File: src/rtl/pwm_capture_pkg.sv
// Shared register-map constants and helpers for the pwm_capture block.
// STATUS_MASK depends on PWM_CAPTURE_EDGE_EN (rising-edge status bits present or not).
package pwm_capture_pkg;

  localparam int         NUM_CHAN = 3;
  localparam logic [7:0] DUTY_MAX = 8'hFF;

  typedef enum logic [1:0] {
    DUTY1  = 2'd0,
    DUTY2  = 2'd1,
    DUTY3  = 2'd2,
    STATUS = 2'd3
  } addr_e;

  localparam int STAT_FRAME_DONE = 7;
  localparam int STAT_EDGE_LSB   = 0;

`ifdef PWM_CAPTURE_EDGE_EN
  localparam logic [7:0] STATUS_MASK = 8'h87;
`else
  localparam logic [7:0] STATUS_MASK = 8'h80;
`endif

  // Clamp a high-count frame total into the 8-bit duty register.
  function automatic logic [7:0] sat_duty(input logic [31:0] total);
    return (total > 32'(DUTY_MAX)) ? DUTY_MAX : total[7:0];
  endfunction

endpackage

File: src/rtl/pwm_capture_chan.sv
// One PWM channel: two-flop synchronizer, high-cycle accumulator, duty latch,
// and (with PWM_CAPTURE_EDGE_EN) a rising-edge pulse on the synchronized level.
module pwm_capture_chan
  import pwm_capture_pkg::*;
#(
  parameter int FRAME_BITS = 8
) (
  input  logic       clk,
  input  logic       rst,
  input  logic       pwm,
  input  logic       frame_end,
  output logic [7:0] duty,
  output logic       rise
);

  // One extra bit so a full frame of high cycles still fits before saturation.
  localparam int ACC_W = FRAME_BITS + 1;

  logic [1:0]       sync;
  logic             level;
  logic [ACC_W-1:0] acc;
  logic [ACC_W-1:0] total;

  // NOTE: sequential state uses <= so every flop samples pre-edge values.
  always_ff @(posedge clk or posedge rst) begin
    if (rst) sync <= '0;
    else     sync <= {sync[0], pwm};
  end

  assign level = sync[1];
  assign total = acc + ACC_W'(level);

  always_ff @(posedge clk or posedge rst) begin
    if (rst)            acc <= '0;
    else if (frame_end) acc <= '0;
    else if (level)     acc <= acc + ACC_W'(1);
  end

  always_ff @(posedge clk or posedge rst) begin
    if (rst)            duty <= '0;
    else if (frame_end) duty <= sat_duty(32'(total));
  end

`ifdef PWM_CAPTURE_EDGE_EN
  logic level_q;

  always_ff @(posedge clk or posedge rst) begin
    if (rst) level_q <= 1'b0;
    else     level_q <= level;
  end

  assign rise = level & ~level_q;
`else
  assign rise = 1'b0;
`endif

endmodule

File: src/rtl/pwm_capture.sv
// Three-channel PWM duty-cycle capture with a small read/write register map.
// Rising-edge status bits exist only when PWM_CAPTURE_EDGE_EN is defined.
module pwm_capture
  import pwm_capture_pkg::*;
#(
  parameter int FRAME_BITS = 8
) (
  input  logic       clk,
  input  logic       rst,
  input  logic       rd_en,
  input  logic [1:0] addr,
  output logic [7:0] rd_data,
  output logic       rd_valid,
  input  logic       wr_en,
  input  logic [7:0] wr_data,
  input  logic       in1,
  input  logic       in2,
  input  logic       in3
);

  logic [FRAME_BITS-1:0] frame_cnt;
  logic                  frame_end;
  logic [NUM_CHAN-1:0]   pwm_in;
  logic [NUM_CHAN-1:0]   rise;
  logic [7:0]            duty [NUM_CHAN];
  logic [7:0]            status;
  logic [7:0]            status_set;
  logic [7:0]            status_clr;
  logic [7:0]            rd_mux;

  assign pwm_in    = {in3, in2, in1};
  assign frame_end = &frame_cnt;

  always_ff @(posedge clk or posedge rst) begin
    if (rst) frame_cnt <= '0;
    else     frame_cnt <= frame_cnt + FRAME_BITS'(1);
  end

  for (genvar i = 0; i < NUM_CHAN; i++) begin : g_chan
    pwm_capture_chan #(.FRAME_BITS(FRAME_BITS)) u_chan (
      .clk       (clk),
      .rst       (rst),
      .pwm       (pwm_in[i]),
      .frame_end (frame_end),
      .duty      (duty[i]),
      .rise      (rise[i])
    );
  end

  // NOTE: default every always_comb output first so no path can infer a latch.
  always_comb begin
    status_set                            = '0;
    status_set[STAT_FRAME_DONE]           = frame_end;
    status_set[STAT_EDGE_LSB +: NUM_CHAN] = rise;
  end

  assign status_clr = (wr_en && addr_e'(addr) == STATUS) ? wr_data : '0;

  // Set is OR-ed in after the clear so a same-cycle set wins.
  always_ff @(posedge clk or posedge rst) begin
    if (rst) status <= '0;
    else     status <= ((status & ~status_clr) | status_set) & STATUS_MASK;
  end

  always_comb begin
    rd_mux = '0;
    unique case (addr_e'(addr))
      DUTY1:  rd_mux = duty[0];
      DUTY2:  rd_mux = duty[1];
      DUTY3:  rd_mux = duty[2];
      STATUS: rd_mux = status;
    endcase
  end

  // Read data is captured from pre-edge state, so a concurrent write or latch is not visible yet.
  always_ff @(posedge clk or posedge rst) begin
    if (rst) begin
      rd_data  <= '0;
      rd_valid <= 1'b0;
    end else begin
      rd_valid <= rd_en;
      if (rd_en) rd_data <= rd_mux;
    end
  end

endmodule

File: config.mk
export PLATFORM = sky130hd
export DESIGN_NAME = pwm_capture
export DESIGN_NICKNAME = d
export VERILOG_FILES = /design/src/rtl/pwm_capture_pkg.sv /design/src/rtl/pwm_capture_chan.sv /design/src/rtl/pwm_capture.sv
export SDC_FILE = /design/constraint.sdc
export NUM_CORES = 1
export LEC_CHECK = 0
export ABC_AREA = 1
export CAP_MARGIN = 20
export CORE_MARGIN = 2
export CORE_UTILIZATION = 53
export DETAILED_ROUTE_END_ITERATION = 12
export PLACE_DENSITY = 0.79
export SKIP_CTS_REPAIR_TIMING = 1
export SLEW_MARGIN = 15
export SYNTH_ARGS = -nofsm -noshare
export SYNTH_HDL_FRONTEND = slang
export SYNTH_HIERARCHICAL = 1
export SYNTH_SLANG_ARGS = --single-unit
File: constraint.sdc
create_clock -name clk -period 1.65 [get_ports clk]
set_input_delay 0.33 -clock clk [delete_from_list [all_inputs] [get_ports clk]]
set_output_delay 0.33 -clock clk [all_outputs]
set_load 0.01 [all_outputs]
; Word-level counts from Yosys, hierarchy flattened
; Index checks and enable logic that the tools add are counted.
; Widths: inputs -> output; s select.
[op_classes]
n_bitwise = 3
eq_ne = 3
n_lt_le_gt_ge = 3
addsub = 7
reduce_logical = 6
n_mux = 11
[ops]
columns = cell, count
row1 = $mux 9, 6
row2 = $mux 8, 4
row3 = $pmux 8 s4, 1
row4 = $add 9x1->9, 3
row5 = $add 9x1->9 const B, 3
row6 = $gt 9x8->1 const B, 3
row7 = $add 8x1->8 const B, 1
row8 = $and 8x8->8, 1
row9 = $not 8->8, 1
row10 = $or 8x8->8, 1
row11 = $reduce_and 8->1, 1
row12 = $reduce_bool 2->1, 3
row13 = $eq 2x2->1 const B, 2
row14 = $eq 2x1->1 const B, 1
row15 = $logic_not 2->1, 1
row16 = $logic_and 1x1->1, 1
[word_totals]
ff_bits = 75
input_bits = 17

; Depth between registers and ports, before layout
; Gate-level depths: netlist of the first run.
[depth]
ltp_word = 6
depth_mapped = 10
mapped_depth_nobuf = 10

; Hierarchy
; Netlist of the first run, hierarchy kept.
[by_module_without_submodules]
columns = mod, area_per_inst_um2, cells_per_inst, instances, seq_area_each_um2
row1 = pwm_capture_chan, 1027.2, 136, 3, 475.5
row2 = pwm_capture, 917.1, 117, 1, 450.4

; Least setup slack after synthesis of the first run
; Ideal clock, no wire load.
[synth_timing]
path_kind = register to register
from = reg frame_cnt[0]
to = reg g_chan[0].u_chan.duty[0]
setup_ns = 0.118
arrival_ns = 1.587
synth_period_minus_slack_ns = 1.705
setup_slack_ns = -0.055
stages_incl_launch_ff = 10
cell_sequence = dfrtp_1 ha_1 nand3_1 nor2_1 nand3_1 inv_1 inv_1 or2_2 o21bai_1 inv_1
[synth_between]
elab_chain_len = 1
[synth_lines]
columns = element, line_no
row1 = from (decl), pwm_capture.sv:21  ; logic [FRAME_BITS-1:0] frame_cnt;
row2 = from (signal assigned), pwm_capture.sv:36  ; else frame_cnt <= frame_cnt + FRAME_BITS'(1);
row3 = $reduce_and 8->1, pwm_capture.sv:32  ; assign frame_end = &frame_cnt;
row4 = via frame_end, pwm_capture.sv:22  ; logic frame_end;
row5 = to (signal assigned), pwm_capture_chan.sv:41  ; else if (frame_end) duty <= sat_duty(32'(total));
row6 = to (decl), pwm_capture_chan.sv:12  ; output logic [7:0] duty,
; The timed path passes the listed nets, and every way through them passes these cells.
; A chain may end at the register's enable or synchronous reset.

; Worst setup path after layout of the first run
; Ends and elaborated chain as after synthesis.

==> out/results.tsv, run 1 <==
stage	metric	value	unit
synth	syn_nets	546	
sta	min cycle time layout	1.65	ns
synth	syn avg cell area	7.64	um2
clocking	H-tree lvl count	3	
detailed_routing	antenna-violating nets left	0	
clocking	clock latency on the worst-skew pair	0.35	ns
worst_setup_path	required time worst endpoint	1.89	ns
detailed_routing	1st-iter DRT viols	155	
hold_path	min-delay worst type	reg -> reg	
sta	count of pins over their slew limit	0	
sta	Final Hold Fails	0	
synth	Synth Warn #	6	
clocking	TritonCTS clock tree	built	
finish	fin nets	595	
synth	Cell Area, Synth	3970	um2
global_routing	first-pass GRT wire length	14700	um
clocking	Clock Pin Slew Worst Setup and Hold Paths	0.08	ns
detailed_routing	Routed WL	8630	um
power_and_ir_drop	part of the power in registers	46.6	%
worst_setup_path	CP Data Arrival Time	1.89	ns
power_and_ir_drop	combinational cell fraction of total power	24.5	%
global_routing	largest net degree at the start of global routing	20	
finish	layout cells sized above 1	17.1	%
power_and_ir_drop	internal power component	3410	uW
detailed_routing	Residual DRC	0	
sta	final setup margin	-0.00194	ns
floorplanning	die width	90.5	um
floorplanning	die area	8190	um2
worst_setup_path	critical path class	reg -> reg	
detailed_routing	vias post-DR	3464	
worst_setup_path	Critical Path End Type	flip-flop	
floorplanning	Ports	26	
power_and_ir_drop	Tot Pwr	5340	uW
sta	final setup violation count	1	
worst_setup_path	crit path launch type	flip-flop	
sta	crit share post-route	100	%
power_and_ir_drop	switching power	1920	uW
sta	Clock Skews	0.0105	ns
detailed_routing	vias per cell	5.15	
clocking	root buf cell	clkbuf_8	
global_routing	GR Overflow Total	0	
place	Routability Congestion	0.892	
global_routing	antenna violations before repair	0	
place	Post-Place Worst Slack	-0.120	ns
finish	area grow syn2layout	19.9	%
sta	RSZ-0062 raised after global routing	yes	
place	Port Buffers	18	
power_and_ir_drop	maximum vdd ir drop	0.000581	V
clocking	Sink Count	75	
power_and_ir_drop	LEAKAGE	0.00249	uW
sta	worst relative slew slack	75.8	%
power_and_ir_drop	Net Sw Frac	36.0	%
sta	Worst Max-Slew Pin Slew	0.362	ns
floorplanning	Die Ht	90.5	um
power_and_ir_drop	Clock Power Share	29.0	%
worst_setup_path	Max FO, Critical Path	6	
floorplanning	core area	7250	um2
global_routing	number of global-route vias before repair	3362	
sta	hold slack	0.356	ns
floorplanning	Initial Util	54.7	%
floorplanning	Cell Rows	31	
status	failing checks	negative setup slack	
worst_setup_path	R2R Setup Slk	-0.002	ns
detailed_routing	Pre-antenna DRT Iters	5	
finish	diode count	0	
detailed_routing	WL per Instance	12.8	um
clocking	CTS Buf Count	9	
status	outcome	finished, violations left	
clocking	clock buffer depth	2	
global_routing	All-Layer GR Usage	21.9	%
power_and_ir_drop	PD cells	1120	nW/um2
sta	fmax	605	MHz
place	DP HPWL	6090	um
run	maximum capacitance violations	0	
synth	Mapped Cells	519	
worst max-delay path, stage by stage (launching register included):
cell,delay [ns]
dfrtp_1,0.36
ha_2,0.19
nand3_2,0.09
nor2_2,0.15
nand3_2,0.11
clkinv_4,0.11
inv_2,0.06
or2_2,0.27
o21bai_1,0.13
inv_1,0.06
stage by stage:
stage	TNS [ns]	area [um2]	instances	util, %
after floorplan	0	3970	519	-
after global placement	-0.157	4380	650	60.4
after detailed placement	-0.534	4380	650	60.4
after CTS	-0.870	4600	666	63.4
after global routing	-0.518	4750	672	65.6
final	-0.00194	4750	672	65.6
layer usage:
metal  track usage [%]  vias up  share of wire, %
met4              10.1        0              0.98
met3              3.67        6               5.0
met1              28.1     1626                45
li1                  -     1747                 -
met2              36.3       85                49
met5                 0        -                 0
layout by cell type, fill, tap and decap left out, types with 6 or more instances in the layout:
cell and instances:
dfrtp_1 75, buf_4 27, o21ai_0 19, nand2_2 18, clkdlybuf4s50_1 18, nor3_1 6
inv_2 6, nand3_1 45, clkbuf_8 9, o21bai_1 9, a21oi_1 32, nand2_1 153
nor2_4 7, nor2_1 46, inv_1 57
area by class of cell:
| cell class | instances | area, um2 |
|---|---|---|
| Fill cell | 611 | 2500 |
| Multi-Input combinational cell | 371 | 1890 |
| Sequential cell | 75 | 1880 |
| Timing Repair Buffer | 46 | 394 |
| Inverter | 65 | 251 |
| Clock buffer | 9 | 124 |
| Tap cell | 99 | 124 |
| Clock inverter | 7 | 91.3 |
worst paths after layout:
kind | cells after the start | startpoint | endpoint
min in group asynchronous | 3 | rst | frame_cnt[6]
min reg2reg | 0 | g_chan[1].u_chan/sync[0] | g_chan[1].u_chan/sync[1]
max in group asynchronous | 3 | rst | g_chan[2].u_chan/acc[0]
max reg2reg | 9 | frame_cnt[0] | g_chan[0].u_chan/duty[0]
min | 0 | g_chan[1].u_chan/sync[0] | g_chan[1].u_chan/sync[1]
max | 9 | frame_cnt[0] | g_chan[0].u_chan/duty[0]
power groups by stage:
| stage | combinational, uW | sequential (uW) | clock (uW) |
|---|---|---|---|
| global route | 1490 | 2540 | 1650 |
| detailed placement | 1190 | 2500 | 0 |
| CTS | 1200 | 2460 | 1580 |
| floorplan | 926 | 2410 | 0 |
| global placement | 1150 | 2480 | 0 |
| finish | 1310 | 2490 | 1550 |
flip-flops by register name (all words and copies together), names as in the netlist:
register,count
rd_valid,1
g_chan.u_chan/duty,24
status,1
rd_data,8
g_chan.u_chan/sync,6
g_chan.u_chan/acc,27
frame_cnt,8
(Power assumes the default switching activity.)
==> run 2, diff against run 1 <==
SLEW_MARGIN = 30   (was 15)
==> results of run 2 <==
Final layout, timing and power as in run 1 (identical DEF).
